## src/rtl/muldiv_unit.sv

```systemverilog
// Iterative RV32M multiply/divide unit.
// Radix-2 shift-add multiply and restoring divide on operand magnitudes, one
// iteration per cycle, followed by a single sign-fix cycle. Divide-by-zero and
// signed-overflow divides bypass the iteration and complete on the capture edge.
module muldiv_unit #(
  parameter int unsigned DATA_WIDTH  = 32,
  parameter int unsigned MD_OP_WIDTH = 3
) (
  input  logic                   clk,
  input  logic                   rst_n,
  input  logic                   start_i,
  input  logic [MD_OP_WIDTH-1:0] op_i,
  input  logic [DATA_WIDTH-1:0]  a_i,
  input  logic [DATA_WIDTH-1:0]  b_i,
  input  logic                   flush_i,
  output logic                   busy_o,
  output logic                   valid_o,
  output logic [DATA_WIDTH-1:0]  result_o
);

  localparam int unsigned W    = DATA_WIDTH;
  localparam int unsigned CntW = $clog2(DATA_WIDTH);
  localparam logic [CntW-1:0] CntLast = CntW'(DATA_WIDTH - 1);
  localparam logic [W-1:0]    MinNeg  = {1'b1, {(W-1){1'b0}}};

  typedef enum logic [1:0] {StIdle, StCalc, StFix, StDone} state_e;

  state_e                   state_q;
  logic [CntW-1:0]          cnt_q;
  logic [MD_OP_WIDTH-1:0]   op_q;
  logic                     neg_q;
  // Multiplicand for multiply, divisor for divide.
  logic [W-1:0]             opr_q;
  // Multiply: {partial product, remaining multiplier}. Divide: {remainder, quotient}.
  logic [2*W-1:0]           prod_q;
  logic                     valid_q;
  logic [W-1:0]             result_q;

  logic                     a_sgn, b_sgn, neg_in;
  logic [W-1:0]             a_mag, b_mag;
  logic                     div_zero, div_ovf, fast;
  logic [W-1:0]             fast_res;
  logic [W:0]               mul_sum, div_shift, div_diff;
  logic [2*W-1:0]           iter_next, prod_neg;
  logic [W-1:0]             hi_neg, lo_neg, fix_res;

  // Operand preparation and fast-path detection at capture time.
  always_comb begin
    a_sgn    = a_i[W-1] & ((op_i == 3'b001) || (op_i == 3'b010) ||
                           (op_i == 3'b100) || (op_i == 3'b110));
    b_sgn    = b_i[W-1] & ((op_i == 3'b001) || (op_i == 3'b100) || (op_i == 3'b110));
    a_mag    = a_sgn ? -a_i : a_i;
    b_mag    = b_sgn ? -b_i : b_i;
    // Remainder takes the dividend's sign; everything else the product of signs.
    neg_in   = (op_i[2] && op_i[1]) ? a_sgn : (a_sgn ^ b_sgn);
    div_zero = op_i[2] && (b_i == '0);
    div_ovf  = op_i[2] && !op_i[0] && (a_i == MinNeg) && (b_i == '1);
    fast     = div_zero || div_ovf;
    if (div_zero) fast_res = op_i[1] ? a_i : '1;
    else          fast_res = op_i[1] ? '0 : a_i;
  end

  // One multiply or divide iteration, plus the final sign fix and selection.
  always_comb begin
    mul_sum   = {1'b0, prod_q[2*W-1:W]} + (prod_q[0] ? {1'b0, opr_q} : '0);
    div_shift = prod_q[2*W-1:W-1];
    div_diff  = div_shift - {1'b0, opr_q};
    if (!op_q[2])         iter_next = {mul_sum, prod_q[W-1:1]};
    else if (!div_diff[W]) iter_next = {div_diff[W-1:0], prod_q[W-2:0], 1'b1};
    else                  iter_next = {div_shift[W-1:0], prod_q[W-2:0], 1'b0};

    prod_neg = -prod_q;
    hi_neg   = -prod_q[2*W-1:W];
    lo_neg   = -prod_q[W-1:0];
    if (op_q[2]) begin
      if (op_q[1]) fix_res = neg_q ? hi_neg : prod_q[2*W-1:W];
      else         fix_res = neg_q ? lo_neg : prod_q[W-1:0];
    end else if (op_q[1:0] == 2'b00) begin
      fix_res = prod_q[W-1:0];
    end else begin
      fix_res = neg_q ? prod_neg[2*W-1:W] : prod_q[2*W-1:W];
    end
  end

  // Control FSM and datapath registers; flush aborts without touching result.
  always_ff @(posedge clk or negedge rst_n) begin
    if (!rst_n) begin
      state_q  <= StIdle;
      cnt_q    <= '0;
      op_q     <= '0;
      neg_q    <= 1'b0;
      opr_q    <= '0;
      prod_q   <= '0;
      valid_q  <= 1'b0;
      result_q <= '0;
    end else if (flush_i) begin
      state_q <= StIdle;
      cnt_q   <= '0;
      valid_q <= 1'b0;
    end else begin
      unique case (state_q)
        StIdle, StDone: begin
          valid_q <= 1'b0;
          if (start_i) begin
            op_q  <= op_i;
            neg_q <= neg_in;
            cnt_q <= '0;
            if (fast) begin
              result_q <= fast_res;
              valid_q  <= 1'b1;
              state_q  <= StDone;
            end else begin
              opr_q   <= op_i[2] ? b_mag : a_mag;
              prod_q  <= {{W{1'b0}}, (op_i[2] ? a_mag : b_mag)};
              state_q <= StCalc;
            end
          end else begin
            state_q <= StIdle;
          end
        end
        StCalc: begin
          prod_q <= iter_next;
          cnt_q  <= cnt_q + 1'b1;
          if (cnt_q == CntLast) state_q <= StFix;
        end
        StFix: begin
          result_q <= fix_res;
          valid_q  <= 1'b1;
          state_q  <= StDone;
        end
        default: state_q <= StIdle;
      endcase
    end
  end

  assign busy_o   = (state_q == StCalc) || (state_q == StFix);
  assign valid_o  = valid_q;
  assign result_o = result_q;

endmodule

```

## config.mk

```make
export PLATFORM = sky130hd
export DESIGN_NAME = muldiv_unit
export DESIGN_NICKNAME = d
export VERILOG_FILES = /design/src/rtl/muldiv_unit.sv
export SDC_FILE = /design/constraint.sdc
export NUM_CORES = 1
export LEC_CHECK = 0
export ABC_AREA = 0
export BUFFER_PORTS_ARGS = -buffer_cell sky130_fd_sc_hd__buf_2
export CAP_MARGIN = 20
export CORE_ASPECT_RATIO = 0.6
export CORE_MARGIN = 5
export CORE_UTILIZATION = 63
export DETAILED_ROUTE_END_ITERATION = 8
export GPL_ROUTABILITY_DRIVEN = 1
export PLACE_DENSITY = 0.94
export SKIP_LAST_GASP = 1
export SYNTH_ARGS = -nofsm -noshare
export SYNTH_HDL_FRONTEND = slang
export SYNTH_SLANG_ARGS = --single-unit
```

## constraint.sdc

```tcl
create_clock -name clk -period 3.75 [get_ports clk]
set_input_delay 0.5625 -clock clk [delete_from_list [all_inputs] [get_ports clk]]
set_output_delay 0.5625 -clock clk [all_outputs]
set_load 0.05 [all_outputs]
```

==> results.toml <==
[worst_setup_path]
critPathKind = "reg -> reg"
start_kind = "register"
path_common_cell = "buf_4"
cp_cell_sequence = "inv_1 -> ha_1 -> a211oi_1 -> o21ai_0 -> o311ai_0 -> a211oi_1 -> buf_4 -> o31ai_1 -> xnor2_2 -> buf_4 -> buf_12 -> buf_4 -> nand2_1 -> o211ai_1 -> o221ai_1"
cp.arrival_ns = 3.94
crit_required_ns = 4.06
crit_slowest_cell = "o311ai_0"
critPathMaxFanout = 12
slowest_delay_ns = 0.49
end_kind = "register"

[detailed_routing]
drc = 5
drt_iter0_drc = 3047
vias = 18000
first_pass_iters = 9
routed_wl_um = 64200
ant_nets = 0
routed_via_density = 6.95
wire_per_inst_um = 24.8

[synthesis]
syn_area_per_cell_um2 = 7.37
synth-edff-count = 0
synthesis.nets = 2262
yosys.area.top_type_share = 0.225
yosysSeqAreaShare = 0.225
postSynthCellCount = 2116
synth_area_um2 = 15600
synth_area_leader_cell = "dfrtp_1"
ys.flop_type = "dfrtp_1"
synth_cell_types = 86
yosys-top-cells-area = "dfrtp_1, a21oi_1, o21ai_0"
synth_seq_cells = 140
ys_warn_count = 0
ys_async_sr_fraction = 1.00

[grt]
grt.met1_usage = 0.645
grt_pass1_vias = 16400
grt_most_used_layer = "met1"
grt_use_total = 0.443
met3_usage = 0.217
grt_pass1_wl_um = 97000
overflow = 0
antenna_found_initial = 2
use_met2 = 0.579
grt_max_degree = 85

[clock_tree]
cts_max_level = 4
cts_tree = "built"
cts_buffer_depth = 2
ctsHoldBuffers = 0
clock-sinks = 140
cts_made_buffers = 17
cts_root_buffer = "clkbuf_16"
cts.reportedPaths.clkPinSlew_ns = 0.07
worstSkewPairLatency_ns = 0.45

[place]
placed_area_um2 = 17300
place_ws_ns = 0.0335
place_inst = 2560
portBuffers = 104
hpwlAfterDp_um = 50100
gp_congestion = 1.10

[run_status]
violations = "DRC"
outcome = "complete, but fails checks"

[power_and_ir_drop]
leakage_nw = 7.79
powerDensity_nw_per_um2 = 979
ir_worst_vdd_v = 0.000623
power_frac_comb = 0.741
p_sw_mw = 9.65
internal-power_mw = 7.96
p_seq_frac = 0.158
p_clk_frac = 0.100
switching_share = 0.548
fin_total_pwr_mw = 17.6

[layout]
seq_area_um2 = 3510
drive_gt1_frac = 0.175
final_nets = 2404
final_core_util = 0.741
diodes = 0
area_growth_pct = 15.4
final_common_cell = "nor2_1"
stdcell_area_um2 = 18000
final_cell_mix = "nor2_1, nand2_1, a21oi_1"
multi_input_area_um2 = 11300
nFillCells = 1905
final_cells = 2592

[timing]
fin_ws_ns = 0.120
finalCritPeriodShare = 0.968
slew_viol_final = 0
setup_viol = 0
finalCriticalPeriod_ns = 3.63
max_slew_margin = 0.393
hold_viol_final = 0
tightestPinTransition_ns = 0.910
achievable-frequency_ghz = 0.275
finalSetupTns_ns = 0
timing.hold.ws_ns = 0.179
skew_ns = 0.00998
rsz0062_at_grt = "yes"

[die]
initial_core_util = 0.642
fp-row-count = 44
design.core.area_um2 = 24300
die_w_um = 213
die_area_um2 = 28100
die_h_um = 132
pin_count = 105

[worst_hold_path]
hp-class = "in -> async"

[job]
max_cap_violations = 0
[state kept, by name (all words and copies together) (netlist names)]
| name | count |
|---|---|
| op_q | 3 |
| neg_q | 1 |
| state_q | 2 |
| result_o | 32 |
| cnt_q | 5 |
| opr_q | 32 |
| valid_o | 1 |
| prod_q | 64 |
[critical path: cells and delay by family (launching register included)]
kind | cells | cell delay, ns
AOI/OAI and AO/OA | 7 | 1.74
xor gates and xnor gates | 1 | 0.18
adders and majority gates | 1 | 0.34
buffers and inverters | 5 | 0.78
DFF | 1 | 0.38
and+or+nand+nor | 1 | 0.06
[layout make-up]
class	count	share of cell area
Timing Repair Buffer	282	0.111
Tap cell	322	0.0224
Clock buffer	17	0.0236
Clock inverter	14	0.00890
Multi-Input combinational cell	1755	0.627
Inverter	62	0.0129
Sequential cell	140	0.195
[repair_timing]
item                                   CTS  global route
buffers inserted                         0             0
pin swaps                                0             2
endpoints found under the hold margin    0             0
gates resized for setup                  1            19
setup endpoints to repair                1             7
[per-layer routing]
layer,wire [um],share of wire
met5,21,0.00033
met4,1920,0.030
met3,11400,0.18
met2,24900,0.39
met1,26000,0.40
[cells by family after synthesis]
kind of cell | Yosys count | synth area share
AO/OA/AOI/OAI | 707 | 0.283
XOR/XNOR | 178 | 0.100
adder cells (fa/ha/maj) | 103 | 0.0791
buffers and inverters | 221 | 0.0575
flip-flops | 140 | 0.225
multiplexers | 65 | 0.0452
AND/OR/NAND/NOR | 702 | 0.210
[power groups by stage]
stage | Combinational [mW] | Sequential [mW] | Clock (mW)
floorplan | 7.73 | 3.10 | 0
global placement | 12.0 | 2.70 | 0
detailed placement | 12.3 | 2.74 | 0
CTS | 12.4 | 2.73 | 1.76
global route | 13.9 | 2.81 | 1.83
finish | 13.1 | 2.78 | 1.77
[worst paths after layout]
| kind | start | end | slack, ns | depth (start not counted) |
|---|---|---|---|---|
| max | opr_q[11]$_DFFE_PN0P_ | prod_q[32]$_DFFE_PN0P_ | 0.12 | 15 |
| min | rst_n | opr_q[27]$_DFFE_PN0P_ | 0.18 | 1 |
| max reg2reg | opr_q[11]$_DFFE_PN0P_ | prod_q[32]$_DFFE_PN0P_ | 0.12 | 15 |
| min reg2reg | result_o[25]$_DFFE_PN0P_ | result_o[25]$_DFFE_PN0P_ | 0.48 | 2 |
| max in group asynchronous | rst_n | result_o[7]$_DFFE_PN0P_ | 2.72 | 2 |
| min in group clk | flush_i | cnt_q[4]$_DFFE_PN0P_ | 0.47 | 2 |
[Yosys cell counts, drive strengths merged, types with 19 or more instances]
cell type	instances
nor2	247
a21oi	209
nand2	209
o21ai	196
dfrtp	140
clkbuf	127
xnor2	103
xor2	75
ha	73
inv	59
a211oi	45
nor3	38
a31oi	34
mux2	34
buf	32
mux2i	30
a21o	28
maj3	28
o31ai	28
nand2b	27
nand3	26
o211ai	25
o221ai	25
nand4	23
nor4	19
or3	19
Power figures use the tool's default switching activity.
